`src/rtl/booth_pkg.sv`:
```
// Shared types and constants for the sequential radix-2 Booth multiplier.
package booth_pkg;

    typedef enum logic [1:0] {
        IDLE = 2'd0,
        RUN  = 2'd1,
        DONE = 2'd2
    } state_e;

    localparam logic [1:0] OP_NOP = 2'b00;
    localparam logic [1:0] OP_ADD = 2'b01;
    localparam logic [1:0] OP_SUB = 2'b10;

    localparam int BOOTH_DEF_WIDTH = 8;
    localparam int BOOTH_CNT_W     = $clog2(BOOTH_DEF_WIDTH);

    // Counter width able to hold WIDTH-1, never narrower than one bit.
    function automatic int booth_cnt_width(input int w);
        return (w <= 2) ? 1 : $clog2(w);
    endfunction

    // Booth recoding of the pair {Q[0], q_1}.
    function automatic logic [1:0] booth_op(input logic q0, input logic q1);
        logic [1:0] op;
        case ({q0, q1})
            2'b01:   op = OP_ADD;
            2'b10:   op = OP_SUB;
            default: op = OP_NOP;
        endcase
        return op;
    endfunction

endpackage

```
`src/rtl/booth_addsub.sv`:
```
// Combinational add/subtract/pass stage for the Booth accumulator.
module booth_addsub
    import booth_pkg::*;
#(
    parameter int W = 9
) (
    input  logic [W-1:0] acc,
    input  logic [W-1:0] m,
    input  logic [1:0]   op,
    output logic [W-1:0] result
);

    // Select acc+m, acc-m or acc; results wrap to W bits.
    always_comb begin
        result = acc;
        case (op)
            OP_ADD:  result = acc + m;
            OP_SUB:  result = acc - m;
            OP_NOP:  result = acc;
            default: result = acc;
        endcase
    end

endmodule

```
`src/rtl/booth_seq_mult.sv`:
```
// Sequential radix-2 Booth multiplier with start/done handshake.
// Optional macro BOOTH_ZERO_SKIP_EN: zero operands finish on the accepting edge.
module booth_seq_mult
    import booth_pkg::*;
#(
    parameter int WIDTH = BOOTH_DEF_WIDTH
) (
    input  logic                 clk,
    input  logic                 rst,
    input  logic                 start,
    input  logic [WIDTH-1:0]     a,
    input  logic [WIDTH-1:0]     b,
    output logic                 ready,
    output logic                 busy,
    output logic                 done,
    output logic [2*WIDTH-1:0]   product
);

    localparam int CW = booth_cnt_width(WIDTH);

    state_e           state_r;
    logic [WIDTH:0]   acc_r;
    logic [WIDTH:0]   m_r;
    logic [WIDTH-1:0] q_r;
    logic             q1_r;
    logic [CW-1:0]    cnt_r;

    logic [1:0]       op_s;
    logic [WIDTH:0]   sum_s;
    logic [WIDTH:0]   acc_next_s;
    logic [WIDTH-1:0] q_next_s;
    logic             zero_s;

    assign op_s = booth_op(q_r[0], q1_r);

    booth_addsub #(.W(WIDTH + 1)) u_addsub (
        .acc    (acc_r),
        .m      (m_r),
        .op     (op_s),
        .result (sum_s)
    );

    // Arithmetic shift right of {A,Q,q_1} after the add/sub.
    assign acc_next_s = {sum_s[WIDTH], sum_s[WIDTH:1]};
    assign q_next_s   = {sum_s[0], q_r[WIDTH-1:1]};

`ifdef BOOTH_ZERO_SKIP_EN
    assign zero_s = (a == {WIDTH{1'b0}}) || (b == {WIDTH{1'b0}});
`else
    assign zero_s = 1'b0;
`endif

    // Control FSM, Booth datapath registers and registered handshake outputs.
    always_ff @(posedge clk) begin
        if (rst) begin
            state_r <= IDLE;
            acc_r   <= {(WIDTH + 1){1'b0}};
            m_r     <= {(WIDTH + 1){1'b0}};
            q_r     <= {WIDTH{1'b0}};
            q1_r    <= 1'b0;
            cnt_r   <= {CW{1'b0}};
            ready   <= 1'b1;
            busy    <= 1'b0;
            done    <= 1'b0;
            product <= {(2 * WIDTH){1'b0}};
        end else begin
            case (state_r)
                IDLE, DONE: begin
                    if (start && zero_s) begin
                        state_r <= DONE;
                        ready   <= 1'b1;
                        busy    <= 1'b0;
                        done    <= 1'b1;
                        product <= {(2 * WIDTH){1'b0}};
                    end else if (start) begin
                        state_r <= RUN;
                        acc_r   <= {(WIDTH + 1){1'b0}};
                        m_r     <= {a[WIDTH-1], a};
                        q_r     <= b;
                        q1_r    <= 1'b0;
                        cnt_r   <= CW'(WIDTH - 1);
                        ready   <= 1'b0;
                        busy    <= 1'b1;
                        done    <= 1'b0;
                    end else begin
                        state_r <= IDLE;
                        ready   <= 1'b1;
                        busy    <= 1'b0;
                        done    <= 1'b0;
                    end
                end
                RUN: begin
                    acc_r <= acc_next_s;
                    q_r   <= q_next_s;
                    q1_r  <= q_r[0];
                    if (cnt_r == {CW{1'b0}}) begin
                        state_r <= DONE;
                        ready   <= 1'b1;
                        busy    <= 1'b0;
                        done    <= 1'b1;
                        product <= {acc_next_s[WIDTH-1:0], q_next_s};
                    end else begin
                        cnt_r <= cnt_r - {{(CW - 1){1'b0}}, 1'b1};
                    end
                end
                default: begin
                    state_r <= IDLE;
                    ready   <= 1'b1;
                    busy    <= 1'b0;
                    done    <= 1'b0;
                end
            endcase
        end
    end

endmodule
```
`config.mk`:
```
export PLATFORM = sky130hd
export DESIGN_NAME = booth_seq_mult
export DESIGN_NICKNAME = d
export VERILOG_FILES = /design/src/rtl/booth_pkg.sv /design/src/rtl/booth_addsub.sv /design/src/rtl/booth_seq_mult.sv
export SDC_FILE = /design/constraint.sdc
export NUM_CORES = 1
export LEC_CHECK = 0
export BUFFER_PORTS_ARGS = -buffer_cell sky130_fd_sc_hd__clkbuf_2
export CAP_MARGIN = 20
export CORE_UTILIZATION = 60
export DETAILED_ROUTE_END_ITERATION = 8
export PLACE_DENSITY_LB_ADDON = 0.08
export RECOVER_POWER = 25
export SETUP_SLACK_MARGIN = 0.2
export SLEW_MARGIN = 0
export SYNTH_ARGS = -nofsm -noshare
export SYNTH_HDL_FRONTEND = slang
export SYNTH_SLANG_ARGS = --single-unit
```
`constraint.sdc`:
```
create_clock -name clk -period 3.98 [get_ports clk]
set_input_delay 0.398 -clock clk [delete_from_list [all_inputs] [get_ports clk]]
set_output_delay 0.398 -clock clk [all_outputs]
set_load 0.01 [all_outputs]
```
==> results of run 1 <==
## layout make-up
| class | instances | area, µm² |
|---|---|---|
| clock buffer | 5 | 68.82 |
| clock inverter | 3 | 46.29 |
| fill | 320 | 1051 |
| inverter | 8 | 30.03 |
| multi-input combinational | 219 | 1309 |
| sequential | 48 | 960.9 |
| tap | 48 | 60.06 |
| timing repair buffer | 40 | 190.2 |
## critical path, delay by kind of cell, from the launching register on
family                     cells  cell delay [ps]
muxes                          1              300
and+or+nand+nor                2              220
AOI/OAI and AO/OA              3              620
xor gates and xnor gates       2              340
adders and majority gates      2              650
DFF                            1              360
## layer usage
| metal | track usage, % | wire [µm] |
|---|---|---|
| met5 | 0 | 0 |
| met4 | 10.56 | 90 |
| met2 | 41.02 | 2310 |
| met1 | 35.24 | 2319 |
| met3 | 7.218 | 290 |
## sequential cells by signal (all words and copies together), names as in the netlist
name and flops:
product 16, q_r 8, m_r 8, cnt_r 3, state_r 1, done 1
busy 1, acc_r 8, q1_r 1, ready 1
## cells by family (layout without fill, tap and decap cells)
group                    after synthesis  count (layout)  share of synthesized area [%]
adder cells (fa/ha/maj)               13              13                          7.192
XOR/XNOR                              12              12                          4.442
AND/OR/NAND/NOR                      112             112                          21.26
multiplexers                           7               7                          3.120
flip-flops                            48              48                          40.61
buffers and inverters                 23              56                          4.072
AO/OA/AOI/OAI                         75              75                          19.30
## power groups by stage
stage / clock network, mW / registers [mW] / logic [mW]
after floorplan: 0 / 0.539 / 0.206
after global placement: 0 / 0.540 / 0.261
after detailed placement: 0 / 0.541 / 0.268
after CTS: 0.365 / 0.530 / 0.269
after global routing: 0.386 / 0.534 / 0.302
final: 0.361 / 0.530 / 0.268
## per-stage QoR
| stage | area, µm² | power [mW] | utilization [%] |
|---|---|---|---|
| final | 2665 | 1.160 | 71.72 |
| after global routing | 2665 | 1.221 | 71.72 |
| after CTS | 2675 | 1.163 | 71.99 |
| after detailed placement | 2560 | 0.8089 | 68.89 |
| after global placement | 2560 | 0.8011 | 68.89 |
| after floorplan | 2366 | 0.7448 | - |
## cells in the mapped netlist (all sizes together) (3+ instances only)
cell,instances,area share [%]
xnor2,10,3.7
dfxtp,48,41
buf,5,1.2
a22o,3,1.1
clkbuf,10,1.6
a22oi,9,2.9
nor2b,6,1.9
nand2,51,8.1
o21ai,9,1.9
nand2b,4,1.1
nor3,11,2.3
nor2,32,5.2
a21oi,39,8.2
ha,12,6.3
inv,8,1.3
nand3,3,0.63
a211oi,5,1.8
mux2i,7,3.1
## cell usage in the layout (no fill, tap or decap), types with 2 or more instances in the layout
cell type                  netlist  routed
sky130_fd_sc_hd__a22oi_1         9       9
sky130_fd_sc_hd__a21oi_1        39      39
sky130_fd_sc_hd__a32oi_1         2       2
sky130_fd_sc_hd__nor2b_1         5       5
sky130_fd_sc_hd__nand3_1         3       3
sky130_fd_sc_hd__a211oi_1        4       4
sky130_fd_sc_hd__clkbuf_2        0      28
sky130_fd_sc_hd__xnor2_1        10      10
sky130_fd_sc_hd__clkbuf_8        0       5
sky130_fd_sc_hd__nand2b_1        4       4
sky130_fd_sc_hd__o21ai_0         9       9
sky130_fd_sc_hd__inv_1           8       8
sky130_fd_sc_hd__mux2i_1         6       6
sky130_fd_sc_hd__a31oi_1         2       2
sky130_fd_sc_hd__nor2_1         31      31
sky130_fd_sc_hd__nand2_1        51      51
sky130_fd_sc_hd__dfxtp_1        48      48
sky130_fd_sc_hd__a22o_1          3       3
sky130_fd_sc_hd__clkbuf_1       10      10
sky130_fd_sc_hd__o21a_1          2       2
sky130_fd_sc_hd__xor2_1          2       2
sky130_fd_sc_hd__ha_1           12      12
sky130_fd_sc_hd__a32o_1          2       2
sky130_fd_sc_hd__nor3_1         11      11
## worst min path at each step
stage / from / end / slack [ps]
floorplan: acc_r[0] / acc_r[0] / 430
global placement: product[4] / product[4] / 440
detailed placement: acc_r[0] / acc_r[0] / 450
CTS: a[1] / m_r[1] / 300
global route: a[0] / m_r[0] / 300
finish: a[1] / m_r[1] / 300
==> flow_metrics.py, run 1 <==
metrics = {
    "min_path": {
        "worst_hold_path.num_cells": 3,
        "min-delay-path-class": "in -> reg",
    },
    "timing": {
        "slew_headroom_pct": 41.14,
        "worstMarginPinSlew_ps": 882.9,
        "maxSlewViolCount": 0,
        "fmax_ghz": 0.3877,
        "skew_final_ps": 8.717,
        "tns_ps": 0,
        "fin_crit_ps": 2579,
        "finalSetupViolCount": 0,
        "rsz_0062_raised_after_global_routing": "no",
        "finalHoldWorstSlack_ps": 300.5,
        "hold_viol": 0,
        "worst_slack_ps": 1401,
        "layout_worst_path_cycle_share_pct": 64.80,
    },
    "pwr": {
        "p_clk_share_pct": 31.2,
        "static-leakage-power_nw": 1.058,
        "intPower_mw": 0.8071,
        "share_comb_of_total_power_pct": 23.1,
        "power.net_switching_mw": 0.3525,
        "peakVddDrop_v": 0.0003588,
        "power-per-cell-area_nw_per_um2": 435.1,
        "switching_share_pct": 30.40,
        "flop_pwr_share_pct": 45.7,
    },
    "floorplanning": {
        "fp.dieW_um": 64.80,
        "floorplan.io_pins": 38,
        "die-height_um": 64.80,
        "design.die.area_um2": 4198,
        "floorplan.core_area_um2": 3716,
        "fp-row-count": 22,
        "floorplan.initialDensity_pct": 63.67,
    },
    "placement": {
        "detailedPlace.worstSlack_ps": 1415,
        "hpwl_mm": 3.763,
        "placedCellCount": 362,
        "portBuffers": 37,
        "place.gp.congestion": 0.8675,
    },
    "drt": {
        "drt_pre_antenna_iters": 4,
        "total_number_of_vias": 2081,
        "wirelength_mm": 5.011,
        "final_antenna_net_count": 0,
        "detail_route.wl_per_cell_um": 13.51,
        "drc_errors": 0,
        "initialDrtViolationCount": 131,
        "routed_via_density": 5.609,
    },
    "finish": {
        "n_antenna_cell": 0,
        "drive_gt1_share_pct": 13.62,
        "layout.cells.non_filler": 371,
        "finish.net_count": 354,
        "area_delta_synth_final_pct": 12.64,
    },
    "global_routing": {
        "grt_pass1_wl_mm": 8.535,
        "first_global_vias": 1863,
        "grtUsageTotal_pct": 26.69,
        "antenna_found_initial": 0,
        "grt_max_degree": 40,
        "grt.overflow.total": 0,
    },
    "synthesis": {
        "synth_area_um2": 2366,
        "syn-instance-count": 290,
        "post_synth_edffs": 0,
        "post_synth.cell_area_avg_um2": 8.159,
        "ys.flop_type": "sky130_fd_sc_hd__dfxtp_1",
        "ys_warn_count": 0,
        "synth-seq-area-share_pct": 40.61,
        "yosys_register_bits": 48,
        "async_flop_share_pct": 0,
        "yosysUniqueCellTypes": 37,
        "synth_nets": 322,
    },
    "clock_network": {
        "register_clock_pin_slew_on_the_reported_worst_setup_and_hold_paths_ps": 90,
        "cts.repair_timing.setup_buffer_count": 0,
        "cts-root-to-sink-buffers": 2,
        "post_cts_hold_buffer_count": 0,
        "cts-resized-gates": 0,
        "cts_inserted_buffers": 5,
        "cts-root-buf": "sky130_fd_sc_hd__clkbuf_8",
        "cts.sink_count": 48,
        "worst_skew_pair.late_latency_ps": 310,
        "ctsHtreeMaxLevel": 2,
        "tritoncts_clock_tree": "built",
    },
    "worst_setup_path": {
        "crit_path_end_kind": "register",
        "worst_path_largest_cell_delay_ps": 360,
        "critical_path.cell_chain": "ha_1 -> nor2_1 -> xnor2_1 -> ha_1 -> a21oi_1 -> nand2_1 -> a21oi_1 -> mux2i_2 -> xnor2_1 -> a211oi_2",
        "ff2ff_path_depth": 10,
        "cp_slowest_cell": "sky130_fd_sc_hd__dfxtp_1",
        "startpoint": "q_r[0]",
        "timing.critical_path.arrival_ps": 2800,
        "rr_endpoint": "product[15]",
        "critical_path.reg2reg.startpoint": "q_r[0]",
        "rrSetupSlack_ps": 1400,
        "critPathLaunchType": "register",
        "endpoint_of_the_worst_setup_timing_path": "product[15]",
        "worstPathRequired_ps": 4200,
        "timing_worst_setup_path_type": "reg -> reg",
        "critPathMaxFanout": 8,
    },
    "status": {
        "run_status": "finished clean",
    },
    "run": {
        "cap_viol_max_count": 0,
    },
}
No activity file was read; power rests on OpenSTA's default activity.
==> inputs of run 2 (changes only) <==
--- a/config.mk
+++ b/config.mk
@@ -5,9 +5,10 @@
 export SDC_FILE = /design/constraint.sdc
 export NUM_CORES = 1
 export LEC_CHECK = 0
+export ABC_AREA = 1
 export BUFFER_PORTS_ARGS = -buffer_cell sky130_fd_sc_hd__clkbuf_2
 export CAP_MARGIN = 20
-export CORE_UTILIZATION = 60
+export CORE_UTILIZATION = 56
 export DETAILED_ROUTE_END_ITERATION = 8
 export PLACE_DENSITY_LB_ADDON = 0.08
 export RECOVER_POWER = 25
==> constraint.sdc (replaced) <==
create_clock -name clk -period 2.7 [get_ports clk]
set_input_delay 0.27 -clock clk [delete_from_list [all_inputs] [get_ports clk]]
set_output_delay 0.27 -clock clk [all_outputs]
set_load 0.01 [all_outputs]
==> flow_metrics.py, run 2 <==
metrics = {
    "status": {
        "run_status": "finished clean",
    },
    "synthesis": {
        "synthesized_area_fraction_occupied_by_xor_and_xnor_cells_pct": 2.178,
        "yosys.area.top_type": "sky130_fd_sc_hd__dfxtp_1",
        "synth_nets": 358,
        "syn-instance-count": 326,
        "synth.top_cells.by_area": "sky130_fd_sc_hd__dfxtp_1 (40%), sky130_fd_sc_hd__nand2_1 (7.5%), sky130_fd_sc_hd__nor2_1 (6.8%), sky130_fd_sc_hd__ha_1 (6.2%), sky130_fd_sc_hd__o21ai_1 (5.8%)",
        "post_synth_fa_ha_maj_area_fraction_pct": 7.054,
        "share_of_synthesized_area_spent_on_multiplexers_pct": 0,
        "dominant_combinational_cell_family_by_area_after_synthesis": "simple AND/OR/NAND/NOR gates",
        "synth-compound-area-share_pct": 17.79,
        "post_synth_and_or_nand_nor_area_fraction_pct": 23.55,
        "synth_area_um2": 2412,
        "yosys_register_bits": 48,
        "ys.flop_type": "sky130_fd_sc_hd__dfxtp_1",
        "async_flop_share_pct": 0,
        "synth-seq-area-share_pct": 39.83,
        "post_synth.cell_area_avg_um2": 7.400,
        "post_synth_edffs": 0,
        "yosysUniqueCellTypes": 36,
        "synth_top_cells_by_count": "sky130_fd_sc_hd__dfxtp_1 (48), sky130_fd_sc_hd__nand2_1 (48), sky130_fd_sc_hd__nor2_1 (44)",
        "ys_warn_count": 0,
        "area_share_of_the_largest_cell_type_after_synthesis_pct": 39.83,
    },
    "timing": {
        "layout_worst_path_cycle_share_pct": 86.90,
        "fin_crit_ps": 2346,
        "skew_final_ps": 8.207,
        "maxSlewViolCount": 0,
        "tns_ps": 0,
        "fmax_ghz": 0.4262,
        "worstMarginPinSlew_ps": 502.0,
        "hold_viol": 0,
        "worst_slack_ps": 353.7,
        "slew_headroom_pct": 66.46,
        "finalSetupViolCount": 0,
        "rsz_0062_raised_after_global_routing": "no",
        "finalHoldWorstSlack_ps": 203.4,
    },
    "global_routing": {
        "grt_pass1_wl_mm": 8.576,
        "grt_max_degree": 27,
        "grtUsageTotal_pct": 25.41,
        "grt.overflow.total": 0,
        "antenna_found_initial": 0,
        "first_global_vias": 1908,
    },
    "pwr": {
        "peakVddDrop_v": 0.0003357,
        "static-leakage-power_nw": 1.271,
        "totalPowerFinal_mw": 1.743,
        "power-per-cell-area_nw_per_um2": 619.3,
    },
    "placement": {
        "detailedPlace.worstSlack_ps": 248.8,
        "place.gp.congestion": 0.8042,
        "placedCellCount": 403,
        "post_dp_cell_area_um2": 2616,
        "portBuffers": 37,
        "hpwl_mm": 3.969,
    },
    "finish": {
        "multi_input_combinational_cell_area_um2": 1321,
        "layout.area.seq_um2": 965.9,
        "final_area_um2": 2814,
        "utilization_pct": 69.35,
        "finish.net_count": 394,
        "n_antenna_cell": 0,
        "area_delta_synth_final_pct": 16.65,
        "mostFrequentLayoutCells": "sky130_fd_sc_hd__nand2_1 (46), sky130_fd_sc_hd__dfxtp_1 (46), sky130_fd_sc_hd__nor2_1 (44), sky130_fd_sc_hd__inv_1 (31), sky130_fd_sc_hd__o21ai_1 (28)",
        "fillCellCount": 362,
        "layout.cells.non_filler": 413,
        "largest_register_ffs": 16,
        "drive_gt1_share_pct": 22.31,
        "largest_register": "product",
    },
    "worst_setup_path": {
        "timing_worst_setup_path_type": "reg -> reg",
        "crit_path_end_kind": "register",
        "critPathLaunchType": "register",
        "timing.critical_path.arrival_ps": 2540,
        "critPathMaxFanout": 4,
        "worstPathRequired_ps": 2890,
    },
    "floorplanning": {
        "fp.dieW_um": 67.64,
        "floorplan.io_pins": 38,
        "design.die.area_um2": 4574,
        "die-height_um": 67.64,
        "floorplan.core_area_um2": 4058,
        "fp-row-count": 23,
        "floorplan.initialDensity_pct": 59.45,
    },
    "drt": {
        "drc_errors": 0,
        "total_number_of_vias": 2168,
        "drt_pre_antenna_iters": 4,
        "final_antenna_net_count": 0,
        "routed_via_density": 5.249,
        "detail_route.wl_per_cell_um": 13.16,
        "initialDrtViolationCount": 116,
        "wirelength_mm": 5.434,
    },
    "clock_network": {
        "cts_inserted_buffers": 5,
        "cts.sink_count": 48,
        "cts-root-to-sink-buffers": 2,
        "post_cts_hold_buffer_count": 0,
        "register_clock_pin_slew_on_the_reported_worst_setup_and_hold_paths_ps": 90,
        "tritoncts_clock_tree": "built",
        "ctsHtreeMaxLevel": 2,
        "worst_skew_pair.late_latency_ps": 300,
        "cts-root-buf": "sky130_fd_sc_hd__clkbuf_8",
    },
    "run": {
        "cap_viol_max_count": 0,
    },
    "min_path": {
        "min-delay-path-class": "in -> reg",
    },
}
run 2: kinds of logic after synthesis:
logic type,Yosys count
flops,48
xor+xnor,6
fa+ha+maj,13
compound gates,73
buf+inv,60
simple gates,126
run 2: path summary, 6_finish.rpt:
path,start,end,slack [ps],cells past startpoint
hold reg to reg,ready,ready,450,2
hold / removal,a[2],m_r[2],200,3
setup reg to reg,m_r[0],product[15],350,20
setup / recovery,m_r[0],product[15],350,20
run 2: layer usage:
| layer | track usage (%) | share of wire, % | wire (µm) | vias to the layer above |
|---|---|---|---|---|
| li1 | - | - | - | 1137 |
| met1 | 33.75 | 48 | 2617 | 988 |
| met2 | 41.09 | 47 | 2559 | 38 |
| met3 | 4.392 | 3.7 | 202 | 5 |
| met4 | 8.777 | 1.0 | 55 | 0 |
| met5 | 0 | 0 | 0 | - |
run 2: area by class of cell:
| type | count | share of cell area (%) |
|---|---|---|
| clock buffer | 7 | 3.068 |
| clock inverter | 1 | 0.2668 |
| inverter | 50 | 6.759 |
| multi-input combinational | 218 | 46.95 |
| sequential | 48 | 34.33 |
| tap | 50 | 2.223 |
| timing repair buffer | 39 | 6.403 |
run 2: worst max-delay path, stage by stage, from the launching register on:
cell	delay, ps
sky130_fd_sc_hd__dfxtp_4	370
sky130_fd_sc_hd__inv_4	70
sky130_fd_sc_hd__ha_4	120
sky130_fd_sc_hd__inv_2	40
sky130_fd_sc_hd__nor2_4	130
sky130_fd_sc_hd__inv_2	60
sky130_fd_sc_hd__o21ai_2	150
sky130_fd_sc_hd__xnor2_1	130
sky130_fd_sc_hd__inv_1	110
sky130_fd_sc_hd__ha_4	300
sky130_fd_sc_hd__nand2_2	60
sky130_fd_sc_hd__nor2_2	100
sky130_fd_sc_hd__nand3_2	70
sky130_fd_sc_hd__nand2_2	80
sky130_fd_sc_hd__inv_2	40
sky130_fd_sc_hd__nand2_2	60
sky130_fd_sc_hd__nand3_2	50
sky130_fd_sc_hd__nand2_1	60
sky130_fd_sc_hd__nand2_1	70
sky130_fd_sc_hd__o21ai_1	130
sky130_fd_sc_hd__inv_1	50
run 2: timing repair:
item / in CTS / in global routing
endpoints found under the setup margin: 0 / 8
buffers inserted: 0 / 2
resized for setup: 0 / 25
run 2: power by group:
group / internal, mW / switching (mW) / total, mW
Clock: 0.208 / 0.229 / 0.438
Sequential: 0.758 / 0.0366 / 0.795
Combinational: 0.196 / 0.314 / 0.510
Total: 1.16 / 0.580 / 1.74
==> inputs of run 3 (changes only) <==
--- a/config.mk
+++ b/config.mk
@@ -8,7 +8,7 @@
 export ABC_AREA = 1
 export BUFFER_PORTS_ARGS = -buffer_cell sky130_fd_sc_hd__clkbuf_2
 export CAP_MARGIN = 20
-export CORE_UTILIZATION = 56
+export CORE_UTILIZATION = 57
 export DETAILED_ROUTE_END_ITERATION = 8
 export PLACE_DENSITY_LB_ADDON = 0.08
 export RECOVER_POWER = 25
@@ -16,4 +16,5 @@
 export SLEW_MARGIN = 0
 export SYNTH_ARGS = -nofsm -noshare
 export SYNTH_HDL_FRONTEND = slang
+export SYNTH_HIERARCHICAL = 1
 export SYNTH_SLANG_ARGS = --single-unit
==> flow_metrics.py, run 3 <==
metrics = {
    "worst_setup_path": {
        "rr_endpoint": "product[14]",
        "path_buf_inv": 3,
        "rrSetupSlack_ps": 260,
        "cp_slowest_cell": "sky130_fd_sc_hd__dfxtp_4",
        "timing_worst_setup_path_type": "reg -> reg",
        "worstPathRequired_ps": 2900,
        "timing.critical_path.arrival_ps": 2640,
        "critPathLaunchType": "register",
        "critical_path.cell_chain": "inv_2 -> nor2_2 -> inv_1 -> ha_4 -> buf_4 -> o21ai_2 -> nand2_2 -> ha_4 -> a21oi_1 -> nand2_2 -> nand2_2 -> nor2_4 -> nand2_1 -> nand3b_1 -> nand3_1 -> nand2_1 -> o21ai_1 -> nor2_1",
        "worst_path_largest_cell_delay_ps": 380,
        "ff2ff_path_depth": 18,
        "crit_path_end_kind": "register",
        "critical_path.top_delay_family": "simple AND/OR/NAND/NOR gates",
        "critPathMaxFanout": 6,
        "critical_path.reg2reg.startpoint": "q1_r",
        "cpMostUsedCell": "sky130_fd_sc_hd__nand2_2",
    },
    "global_routing": {
        "grt.met1_usage_pct": 30.98,
        "grt.overflow.total": 0,
        "grt_pass1_wl_mm": 9.273,
        "top_usage_layer": "met2",
        "grt_max_degree": 24,
        "groute.layer.met3.usage_pct": 3.779,
        "first_global_vias": 2120,
        "antenna_found_initial": 0,
        "global_route.usage.met2_pct": 40.56,
        "grtUsageTotal_pct": 23.76,
    },
    "finish": {
        "largest_register_ffs": 16,
        "finish.net_count": 440,
        "layout.cells.non_filler": 461,
        "drive_gt1_share_pct": 25.43,
        "area_delta_synth_final_pct": 21.09,
        "utilization_pct": 72.10,
        "leading_cell_type_in_the_layout_fill_and_taps_excluded": "sky130_fd_sc_hd__nand2_1",
        "mostFrequentLayoutCells": "sky130_fd_sc_hd__nand2_1 (61), sky130_fd_sc_hd__dfxtp_1 (47), sky130_fd_sc_hd__nor2_1 (39), sky130_fd_sc_hd__inv_1 (36), sky130_fd_sc_hd__o21ai_0 (31)",
        "largest_register": "product",
        "n_antenna_cell": 0,
    },
    "timing": {
        "skew_final_ps": 10.96,
        "finalSetupViolCount": 0,
        "maxSlewViolCount": 0,
        "tns_ps": 0,
        "hold_viol": 0,
        "rsz_0062_raised_after_global_routing": "no",
        "layout_worst_path_cycle_share_pct": 90.42,
        "slew_headroom_pct": 71.65,
        "fmax_ghz": 0.4096,
        "fin_crit_ps": 2441,
        "worstMarginPinSlew_ps": 423.8,
    },
    "pwr": {
        "static-leakage-power_nw": 1.339,
        "share_comb_of_total_power_pct": 32.4,
        "flop_pwr_share_pct": 40.2,
        "switching_share_pct": 35.03,
        "totalPowerFinal_mw": 2.021,
        "peakVddDrop_v": 0.0004607,
        "intPower_mw": 1.313,
        "power-per-cell-area_nw_per_um2": 643.9,
        "power.net_switching_mw": 0.7081,
        "p_clk_share_pct": 27.3,
    },
    "min_path": {
        "worst_hold_launch": "a[2]",
        "min-delay-path-class": "in -> reg",
        "worst_hold_path.num_cells": 3,
        "whs_endpoint": "m_r[2]",
    },
    "drt": {
        "detail_route.wl_per_cell_um": 13.31,
        "drc_errors": 0,
        "total_number_of_vias": 2467,
        "drt_pre_antenna_iters": 4,
        "routed_via_density": 5.351,
        "initialDrtViolationCount": 157,
        "wirelength_mm": 6.134,
        "final_antenna_net_count": 0,
    },
    "floorplanning": {
        "floorplan.io_pins": 38,
        "floorplan.core_area_um2": 4354,
        "die-height_um": 69.44,
        "floorplan.initialDensity_pct": 59.54,
        "fp-row-count": 24,
        "design.die.area_um2": 4822,
        "fp.dieW_um": 69.44,
    },
    "placement": {
        "place.gp.congestion": 0.9450,
        "placedCellCount": 445,
        "portBuffers": 37,
        "hpwl_mm": 3.994,
    },
    "clock_network": {
        "post_cts_hold_buffer_count": 0,
        "worst_skew_pair.late_latency_ps": 310,
        "tritoncts_clock_tree": "built",
        "cts_inserted_buffers": 5,
        "cts-root-buf": "sky130_fd_sc_hd__clkbuf_8",
        "register_clock_pin_slew_on_the_reported_worst_setup_and_hold_paths_ps": 100,
        "cts-root-to-sink-buffers": 2,
        "ctsHtreeMaxLevel": 2,
        "cts.sink_count": 49,
    },
    "synthesis": {
        "synth_nets": 396,
        "synth.top_cells.by_area": "sky130_fd_sc_hd__dfxtp_1 (38%), sky130_fd_sc_hd__nand2_1 (11%), sky130_fd_sc_hd__o21ai_0 (7.3%), sky130_fd_sc_hd__nor2_1 (6.4%), sky130_fd_sc_hd__nand3_1 (6.0%)",
        "async_flop_share_pct": 0,
        "synth.most_common_cell": "sky130_fd_sc_hd__nand2_1",
        "area_share_of_the_largest_cell_type_after_synthesis_pct": 37.84,
        "synth_top_cells_by_count": "sky130_fd_sc_hd__nand2_1 (73), sky130_fd_sc_hd__dfxtp_1 (49), sky130_fd_sc_hd__nor2_1 (44)",
        "syn-instance-count": 364,
        "synth-seq-area-share_pct": 37.84,
        "yosysUniqueCellTypes": 32,
        "post_synth_edffs": 0,
        "synth_area_um2": 2592,
        "ys_warn_count": 6,
        "yosys.area.top_type": "sky130_fd_sc_hd__dfxtp_1",
        "yosys_register_bits": 49,
        "post_synth.cell_area_avg_um2": 7.122,
        "ys.flop_type": "sky130_fd_sc_hd__dfxtp_1",
    },
    "status": {
        "run_status": "finished clean",
    },
    "run": {
        "cap_viol_max_count": 0,
    },
}
[run 3: cell count changes in the layout (fill, tap and decap cells not counted), moves of 8 or more]
cell / change
sky130_fd_sc_hd__o21ai_1: -22
sky130_fd_sc_hd__o21ai_0: +25
sky130_fd_sc_hd__nand2_2: +9
sky130_fd_sc_hd__nand2_1: +15
sky130_fd_sc_hd__o21ai_2: +8
sky130_fd_sc_hd__inv_2: -9
sky130_fd_sc_hd__nand3_1: +15
[run 3: kinds of logic after synthesis]
logic type / after synthesis / share of synthesized area (%)
buf+inv: 55 / 9.073
flops: 49 / 37.84
xor+xnor: 5 / 1.689
simple gates: 170 / 29.20
compound gates: 72 / 15.64
fa+ha+maj: 13 / 6.564
[run 3: layout make-up]
cell class / instances / area (µm²)
Clock inverter: 3 / 50.05
Inverter: 46 / 180.2
Tap cell: 52 / 65.06
Sequential cell: 49 / 985.9
Fill cell: 348 / 1215
Timing Repair Buffer: 46 / 231.5
Clock buffer: 5 / 68.82
Multi-Input combinational cell: 260 / 1558
[run 3: timing repair]
item | 4_1_cts | 5_1_grt
pin swaps | 0 | 24
setup buffers | 0 | 8
gates resized for setup | 1 | 54
endpoints found under the setup margin | 3 | 11
cloned | 0 | 0
[run 3: power groups by stage]
stage	clock [mW]	sequential (mW)	combinational (mW)
after detailed placement	0	0.827	0.479
after global routing	0.590	0.820	0.719
after CTS	0.562	0.811	0.484
after global placement	0	0.826	0.473
final	0.552	0.813	0.656
after floorplan	0	0.825	0.379
[run 3: tightest hold or removal path, stage by stage]
cell and delay, ps:
sky130_fd_sc_hd__clkbuf_2 70, sky130_fd_sc_hd__o21ai_0 70, sky130_fd_sc_hd__nor2_1 70
[run 3: metal layers]
metal	up-vias	wire length, µm
met3	18	255
li1	1261	-
met5	-	0
met2	82	2881
met1	1106	2823
met4	0	174
[run 3: worst max-delay path by stage]
stage | startpoint | to | slack [ps] | cells past startpoint
2_1_floorplan | q1_r | product[15] | 390 | 18
3_3_place_gp | q1_r | product[15] | 190 | 18
3_5_place_dp | q1_r | product[15] | 150 | 18
4_1_cts | q1_r | product[15] | 200 | 18
5_1_grt | m_r[0] | product[14] | 120 | 15
6_report | q1_r | product[14] | 260 | 18
[run 3: through the flow]
step	setup slack [ps]	hold slack [ps]	area (µm²)
finish	258.6	210.6	3139
global route	120.6	218.0	3139
CTS	203.9	206.9	2914
detailed placement	151.8	443.5	2793
global placement	185.6	440.8	2793
floorplan	392.6	343.3	2592
